File: config.mk
export PLATFORM = sky130hd
export DESIGN_NAME = lane_shift_register
export DESIGN_NICKNAME = d
export VERILOG_FILES = /design/src/rtl/lane_shift_register.sv
export SDC_FILE = /design/constraint.sdc
export NUM_CORES = 1
export LEC_CHECK = 0
export ABC_AREA = 1
export BUFFER_PORTS_ARGS = -buffer_cell sky130_fd_sc_hd__buf_2
export CAP_MARGIN = 25
export CORE_MARGIN = 5
export CORE_UTILIZATION = 53
export CTS_CLUSTER_DIAMETER = 50
export DETAILED_ROUTE_END_ITERATION = 12
export GPL_TIMING_DRIVEN = 0
export HOLD_SLACK_MARGIN = 0.02
export PLACE_DENSITY = 0.89
export SLEW_MARGIN = 25
export SYNTH_ARGS = -nofsm -noshare
export SYNTH_HDL_FRONTEND = slang
export SYNTH_SLANG_ARGS = --single-unit
File: constraint.sdc
create_clock -name LaneShift_CLOCK_50 -period 1.7 [get_ports LaneShift_CLOCK_50]
set_input_delay 0.255 -clock LaneShift_CLOCK_50 [delete_from_list [all_inputs] [get_ports LaneShift_CLOCK_50]]
set_output_delay 0.255 -clock LaneShift_CLOCK_50 [all_outputs]
set_load 0.01 [all_outputs]
File: src/rtl/lane_shift_register.sv
// Lane occupancy register that rotates one column every Period clocks and feeds the collision mux.
// Optional LANE_SHIFT_FILL_EN: shifts take a fill bit instead of rotating (adds LaneShift_Fill_In).
module lane_shift_register #(
  parameter int unsigned               DATAWIDTH_DATA   = 8,
  parameter int unsigned               DATAWIDTH_PERIOD = 24,
  parameter int unsigned               DATAWIDTH_PHASE  = 3,
  parameter logic [DATAWIDTH_DATA-1:0] RESET_PATTERN    = '0
) (
  input  logic                        LaneShift_CLOCK_50,
  input  logic                        LaneShift_RESET_InLow,
  input  logic                        LaneShift_Load_In,
  input  logic [DATAWIDTH_DATA-1:0]   LaneShift_Pattern_Bus_In,
  input  logic                        LaneShift_Enable_In,
  input  logic                        LaneShift_Dir_In,
  input  logic [DATAWIDTH_PERIOD-1:0] LaneShift_Period_Bus_In,
`ifdef LANE_SHIFT_FILL_EN
  input  logic                        LaneShift_Fill_In,
`endif
  output logic [DATAWIDTH_DATA-1:0]   LaneShift_Data_Bus_Out,
  output logic                        LaneShift_Step_Out,
  output logic [DATAWIDTH_PHASE-1:0]  LaneShift_Phase_Bus_Out
);

  localparam logic [DATAWIDTH_PERIOD-1:0] PeriodOne = DATAWIDTH_PERIOD'(1);
  localparam logic [DATAWIDTH_PHASE-1:0]  PhaseOne  = DATAWIDTH_PHASE'(1);

  logic [DATAWIDTH_DATA-1:0]   data_q, data_d;
  logic [DATAWIDTH_PERIOD-1:0] presc_q, presc_d;
  logic [DATAWIDTH_PHASE-1:0]  phase_q, phase_d;
  logic                        step_q, step_d;

  logic                        fill_right, fill_left;
  logic [DATAWIDTH_DATA-1:0]   shifted_right, shifted_left;
  logic                        terminal;

`ifdef LANE_SHIFT_FILL_EN
  assign fill_right = LaneShift_Fill_In;
  assign fill_left  = LaneShift_Fill_In;
`else
  assign fill_right = data_q[0];
  assign fill_left  = data_q[DATAWIDTH_DATA-1];
`endif

  // Right moves toward bit 0 (column 7); left moves toward bit 7 (column 0).
  assign shifted_right = {fill_right, data_q[DATAWIDTH_DATA-1:1]};
  assign shifted_left  = {data_q[DATAWIDTH_DATA-2:0], fill_left};

  // >= so a period lowered below the running count fires next edge instead of wrapping.
  assign terminal = (presc_q >= (LaneShift_Period_Bus_In - PeriodOne));

  always_comb begin
    data_d  = data_q;
    presc_d = presc_q;
    phase_d = phase_q;
    step_d  = 1'b0;
    if (LaneShift_Load_In) begin
      data_d  = LaneShift_Pattern_Bus_In;
      presc_d = '0;
      phase_d = '0;
    end else if (LaneShift_Period_Bus_In == '0) begin
      presc_d = '0;
    end else if (!LaneShift_Enable_In) begin
      presc_d = presc_q;
    end else if (terminal) begin
      presc_d = '0;
      step_d  = 1'b1;
      if (LaneShift_Dir_In) begin
        data_d  = shifted_left;
        phase_d = phase_q - PhaseOne;
      end else begin
        data_d  = shifted_right;
        phase_d = phase_q + PhaseOne;
      end
    end else begin
      presc_d = presc_q + PeriodOne;
    end
  end

  always_ff @(posedge LaneShift_CLOCK_50 or negedge LaneShift_RESET_InLow) begin
    if (!LaneShift_RESET_InLow) begin
      data_q  <= RESET_PATTERN;
      presc_q <= '0;
      phase_q <= '0;
      step_q  <= 1'b0;
    end else begin
      data_q  <= data_d;
      presc_q <= presc_d;
      phase_q <= phase_d;
      step_q  <= step_d;
    end
  end

  assign LaneShift_Data_Bus_Out  = data_q;
  assign LaneShift_Step_Out      = step_q;
  assign LaneShift_Phase_Bus_Out = phase_q;

endmodule

# Yosys cells after proc, flatten, opt, wreduce, memory -nomap -nowiden
# Cells that the tools add are included.
# W data, S select, Z words.
[totals]
reg_bits = 36
latchBits = 0
ramBits = 0
rom_bits = 0
out_inout_bits = 12
wordCells = 33
mem_count = 0
[op_classes]
addsub = 4
n_mul = 0
div_mod_pow = 0
order_cmp = 1
n_eq_ne = 1
shifts = 0
n_mux = 18
bitwise_logic = 0
n_reduce_logical = 5
[ops]
columns = ["operator", "n"]
rows = [
  ["$mux W24", 4],
  ["$mux W8", 5],
  ["$add A24 B1 Y24 const B", 1],
  ["$ge A24 B24 Y1", 1],
  ["$logic_not A24 Y1", 1],
  ["$sub A24 B1 Y24 const B", 1],
  ["$mux W3", 5],
  ["$mux W1", 4],
  ["$reduce_bool A2 Y1", 2],
  ["$add A3 B1 Y3 const B", 1],
  ["$reduce_and A3 Y1", 1],
  ["$reduce_bool A3 Y1", 1],
  ["$sub A3 B1 Y3 const B", 1],
  ["$ne A2 B2 Y1 const B", 1],
]

# Depth between registers and ports, before layout
[depth]
word_depth = 6
depth_mapped = 22

# Worst setup path before layout
# Ideal clock, no wire load.
[synth_path]
path_kind = "input to register"
start = "input port LaneShift_Period_Bus_In[0]"
end = "register data_q[5], in the netlist LaneShift_Data_Bus_Out[5]"
t_arrival_ns = 2.546
required_time_ns = 1.583
slack_ns = -0.964
cell_stages = 21
cell_sequence = "inv_1 -> ha_1 -> nand2_2 -> nor2_4 -> nand4_2 -> or2_1 -> o21ai_1 -> o21ai_1 -> inv_1 -> ha_1 -> nand2_1 -> nor2_1 -> nand3_1 -> inv_1 -> a21oi_4 -> nand2_2 -> nand2_4 -> nand2_4 -> buf_8 -> nand2_1 -> o21ai_2"
[synth_between]
elab_chain_len = 4
word_cells_on_any_way = 6
cone_classes = "add/sub: 1; order compare: 1; eq/ne: 1; reduce/logical: 3"
[synth_lines]
columns = ["element", "line_no", "source"]
rows = [
  ["start: declaration", "15", "input logic [DATAWIDTH_PERIOD-1:0] LaneShift_Period_Bus_In,"],
  ["$sub A24 B1 Y24", "49", "assign terminal = (presc_q >= (LaneShift_Period_Bus_In - PeriodOne));"],
  ["$ge A24 B24 Y1", "49", ""],
  ["$reduce_bool A2 Y1 (no source line)", "-", ""],
  ["$reduce_and A3 Y1 (no source line) *", "-", ""],
  ["end signal: assignment", "86", "data_q <= data_d;"],
  ["end: declaration", "27", "logic [DATAWIDTH_DATA-1:0] data_q, data_d;"],
]
# Mark *: on every way between the ends. The rest lies on a longest branch, timed or not.
# A chain may end at the register's enable or synchronous reset.

# Worst setup path in the final report
[layout_path]
start = "input port LaneShift_Period_Bus_In[7]"
end = "register data_q[2], in the netlist LaneShift_Data_Bus_Out[2]"
# Same word-level chain as after synthesis.

==> summary.md <==
| Metric | Value |
|---|---|
| Status | `finished with violations` |
| Failing checks | `negative setup slack` |
| Root Driver | `clkbuf_8` |
| Vias | `3,427` |
| Antenna cells | `0` |
| CP Class | `input pin to flip-flop` |
| Fillers | `432` |
| Placed cell areas | `3692 sq um` |
| Tot GR Track Use | `0.2335` |
| Worst EP arrival | `2880 ps` |
| Post-DP HPWL | `6.071 mm` |
| Final Instance Area | `4405 sq um` |
| Worst-margin pin slew | `812.4 ps` |
| Mapped cell area | `3303 sq um` |
| Total gr overflow | `0` |
| Crit path buffers/inverters | `6` |
| Area Overhead vs Synth | `33.37%` |
| Post-DRT Antenna Nets | `0` |
| Residual DRC count | `0` |
| Layout cells sized above 1 | `0.3339` |
| Drt initial violations | `277` |
| Post-Syn Instances | `465` |
| CTS tree | `yes` |
| Final setup fails | `36` |
| Initial antenna violation count | `0` |
| FF+latch count, synth | `36` |
| Fmax | `371.2 MHz` |
| Fin. max-slew vios | `0` |
| Multi-input logic area | `2501 sq um` |
| Global-route wire length before repair | `14.57 mm` |
| Hold WC Path Type | `input pin to asynchronous set/reset pin` |
| Setup TNS | `-33,200 ps` |
| VDD IR-drop max | `0.0005675 V` |
| Largest net degree at the start of global routing | `37` |
| Drt first pass iters | `5` |
| FP Rows | `28` |
| Worst stage delay on the critical path | `220 ps` |
| Worst path most repeated cell | `nand2_1` |
| Power Dens Cells | `472.2 nW/um^2` |
| Max Clock Skew | `12.67 ps` |
| H-tree Lvls | `2` |
| Detailed Route WL | `9.645 mm` |
| Starting Density | `0.5514` |
| Max Cap Violations | `0` |
| Per-cell routed wire length | `15.56 um` |
| Post-route clock period utilization | `1.585` |
| Final hold vios | `0` |
| Met2 wire len | `4.962 mm` |
| DR WL met3 | `502 um` |
| Lkg Pwr | `2.164 nW` |
| Max layer used | `met4` |
| Worst-skew pair later-pin latency | `290 ps` |
| I/O Buffers | `47` |
| Die Ht | `88.95 um` |
| Hold buffers post-CTS | `0` |
| Sink Count | `36` |
| Routability cong. | `0.9273` |
| Top Ports | `49` |
| CP top delay family | `simple AND/OR/NAND/NOR gates` |
| Register area | `900.9 sq um` |
| Num CTS Buffers | `5` |
| Die X-Extent | `88.95 um` |
| Reg clk slew, reported paths | `80 ps` |
| Die area | `7911 sq um` |
| Synthesized area per cell | `7.104 sq um` |
| Place WS | `-1389 ps` |
| Tmin final | `2694 ps` |
| Startpoint Class | `input pin` |
| Setup ws final | `-993.7 ps` |
| Crit end category | `flip-flop` |
| Vias per Instance | `5.527` |
| Post-Syn Nets | `530` |
| Crit path required time | `1890 ps` |
| Seq/Total Area, Yosys | `0.2727` |
| Crit path max fanout | `6` |
| Crit path max-delay cell type | `ha_1` |
| Rel. slew slack | `0.4584` |
| Vias in the first global route | `3,308` |
| Post-synth cell types | `34` |
| Unrepaired setup endpoints after global routing | `true` |
| CP Cell Sequence | `buf_2 > nor2_4 > nand3_2 > nor2_4 > buf_4 > nand2_1 > o21ai_0 > o21ai_0 > inv_1 > ha_1 > nand2_1 > inv_1 > nand2_1 > nand2_1 > nand2_1 > nand2_1 > a21oi_4 > buf_6 > nand2_8 > nand2_8 > nand2_8 > buf_8 > nand2_2 > o21ai_2` |
| Wl on met1 | `3.837 mm` |
| Core Box Area | `5991 sq um` |
| Max Root-Sink Buffers | `2` |
| Nets | `609` |
| Synth warn | `0` |
-- where the power goes --
part / total (mW) / leakage, nW / switching [mW] / internal [mW]
clock: 0.616 / 0.0479 / 0.330 / 0.286
sequential: 0.915 / 0.488 / 0.0288 / 0.886
combinational: 0.550 / 1.63 / 0.328 / 0.222
total: 2.08 / 2.16 / 0.687 / 1.39
-- Yosys cell counts (all sizes together) --
| master | instances | area share |
|---|---|---|
| xor2 | 32 | 0.085 |
| nor2 | 67 | 0.084 |
| nor3 | 10 | 0.018 |
| ha | 27 | 0.10 |
| o21ai | 35 | 0.062 |
| nand3 | 31 | 0.052 |
| or2 | 4 | 0.0076 |
| xnor2 | 5 | 0.013 |
| buf | 4 | 0.014 |
| o21bai | 4 | 0.0091 |
| fa | 1 | 0.0061 |
| a21oi | 10 | 0.019 |
| dfrtp | 36 | 0.27 |
| nand3b | 4 | 0.013 |
| nand2 | 119 | 0.15 |
| clkbuf | 4 | 0.0045 |
| inv | 61 | 0.069 |
| a21o | 2 | 0.0045 |
| nand4 | 9 | 0.019 |
-- final cells by class --
cell class                      count  share of cell area
Clock buffer                        5             0.01562
Buffer                              8             0.01477
Sequential cell                    36              0.2045
Clock inverter                      3            0.004260
Multi-Input combinational cell    360              0.5677
Tap cell                           75             0.02130
Timing Repair Buffer               72              0.1176
Inverter                           61             0.05425
-- flip-flops by register name (all words and copies together), names as in the netlist --
name,count
presc_q,24
LaneShift_Phase_Bus_Out,3
LaneShift_Data_Bus_Out,8
LaneShift_Step_Out,1
-- per-stage QoR --
stage | total power [mW] | hold WS, ps | utilization | instances
after detailed placement | 1.353 | 389.3 | 0.6163 | 587
final | 2.080 | 54.77 | 0.7354 | 620
after floorplan | 1.192 | -40.59 | - | 465
after global routing | 2.185 | 114.9 | 0.7354 | 620
after CTS | 2.019 | 79.64 | 0.6915 | 614
after global placement | 1.333 | 384.8 | 0.6163 | 587
-- worst reg2reg max path: stages (launching register included) --
cell and delay (ps):
dfrtp_1 470, ha_1 340, nand2_1 80, inv_1 60
nand2_1 70, nand2_1 60, nand2_1 70, nand2_1 80
a21oi_4 180, buf_6 150, nand2_8 70, nand2_8 80
nand2_8 70, buf_8 150, nand2_2 50, o21ai_2 60
-- cells in the final DEF, fill, tap and decap left out, drive strengths merged --
| cell type | n |
|---|---|
| nand2 | 119 |
| a21o | 2 |
| or2 | 4 |
| a21oi | 10 |
| nand3 | 31 |
| clkinv | 3 |
| o21bai | 4 |
| o21ai | 35 |
| nor2 | 67 |
| xor2 | 32 |
| nor3 | 10 |
| nand3b | 4 |
| dfrtp | 36 |
| ha | 27 |
| xnor2 | 5 |
| inv | 61 |
| nand4 | 9 |
| clkbuf | 9 |
| fa | 1 |
| buf | 76 |
-- cells by family after synthesis --
logic type	count (synthesis)	share of synthesized area
xor gates and xnor gates	37	0.09811
and+or+nand+nor	244	0.3386
adders and majority gates	28	0.1083
buffers and inverters	69	0.08788
AOI/OAI and AO/OA	51	0.09432
DFF	36	0.2727
-- worst paths after layout --
| path | startpoint | endpoint | slack, ps | cells past startpoint |
|---|---|---|---|---|
| max in group asynchronous | LaneShift_RESET_InLow | presc_q[17] | 1130 | 1 |
| worst max-delay path | LaneShift_Period_Bus_In[7] | LaneShift_Data_Bus_Out[2] | -990 | 24 |
| worst min register to register | LaneShift_Phase_Bus_Out[0] | LaneShift_Phase_Bus_Out[0] | 540 | 1 |
| worst max register to register | presc_q[11] | LaneShift_Data_Bus_Out[2] | -430 | 15 |
| min in group LaneShift_CLOCK_50 | LaneShift_Enable_In | presc_q[1] | 290 | 3 |
| worst min-delay path | LaneShift_RESET_InLow | LaneShift_Data_Bus_Out[1] | 50 | 1 |
-- layer usage --
layer / GRT usage / vias up
met2: 0.4265 / 139
met1: 0.2829 / 1610
met3: 0.02488 / 37
met4: 0.08525 / 0
met5: 0 / -
li1: - / 1641
-- timing repair --
action                                  4_1_cts  5_1_grt
cloned                                        2        0
gates resized for setup                      50       55
endpoints found under the hold margin         0        0
endpoints found under the setup margin       36       36
setup buffers                                17        6
pin swaps                                    28       17
Power figures use the tool's default switching activity.
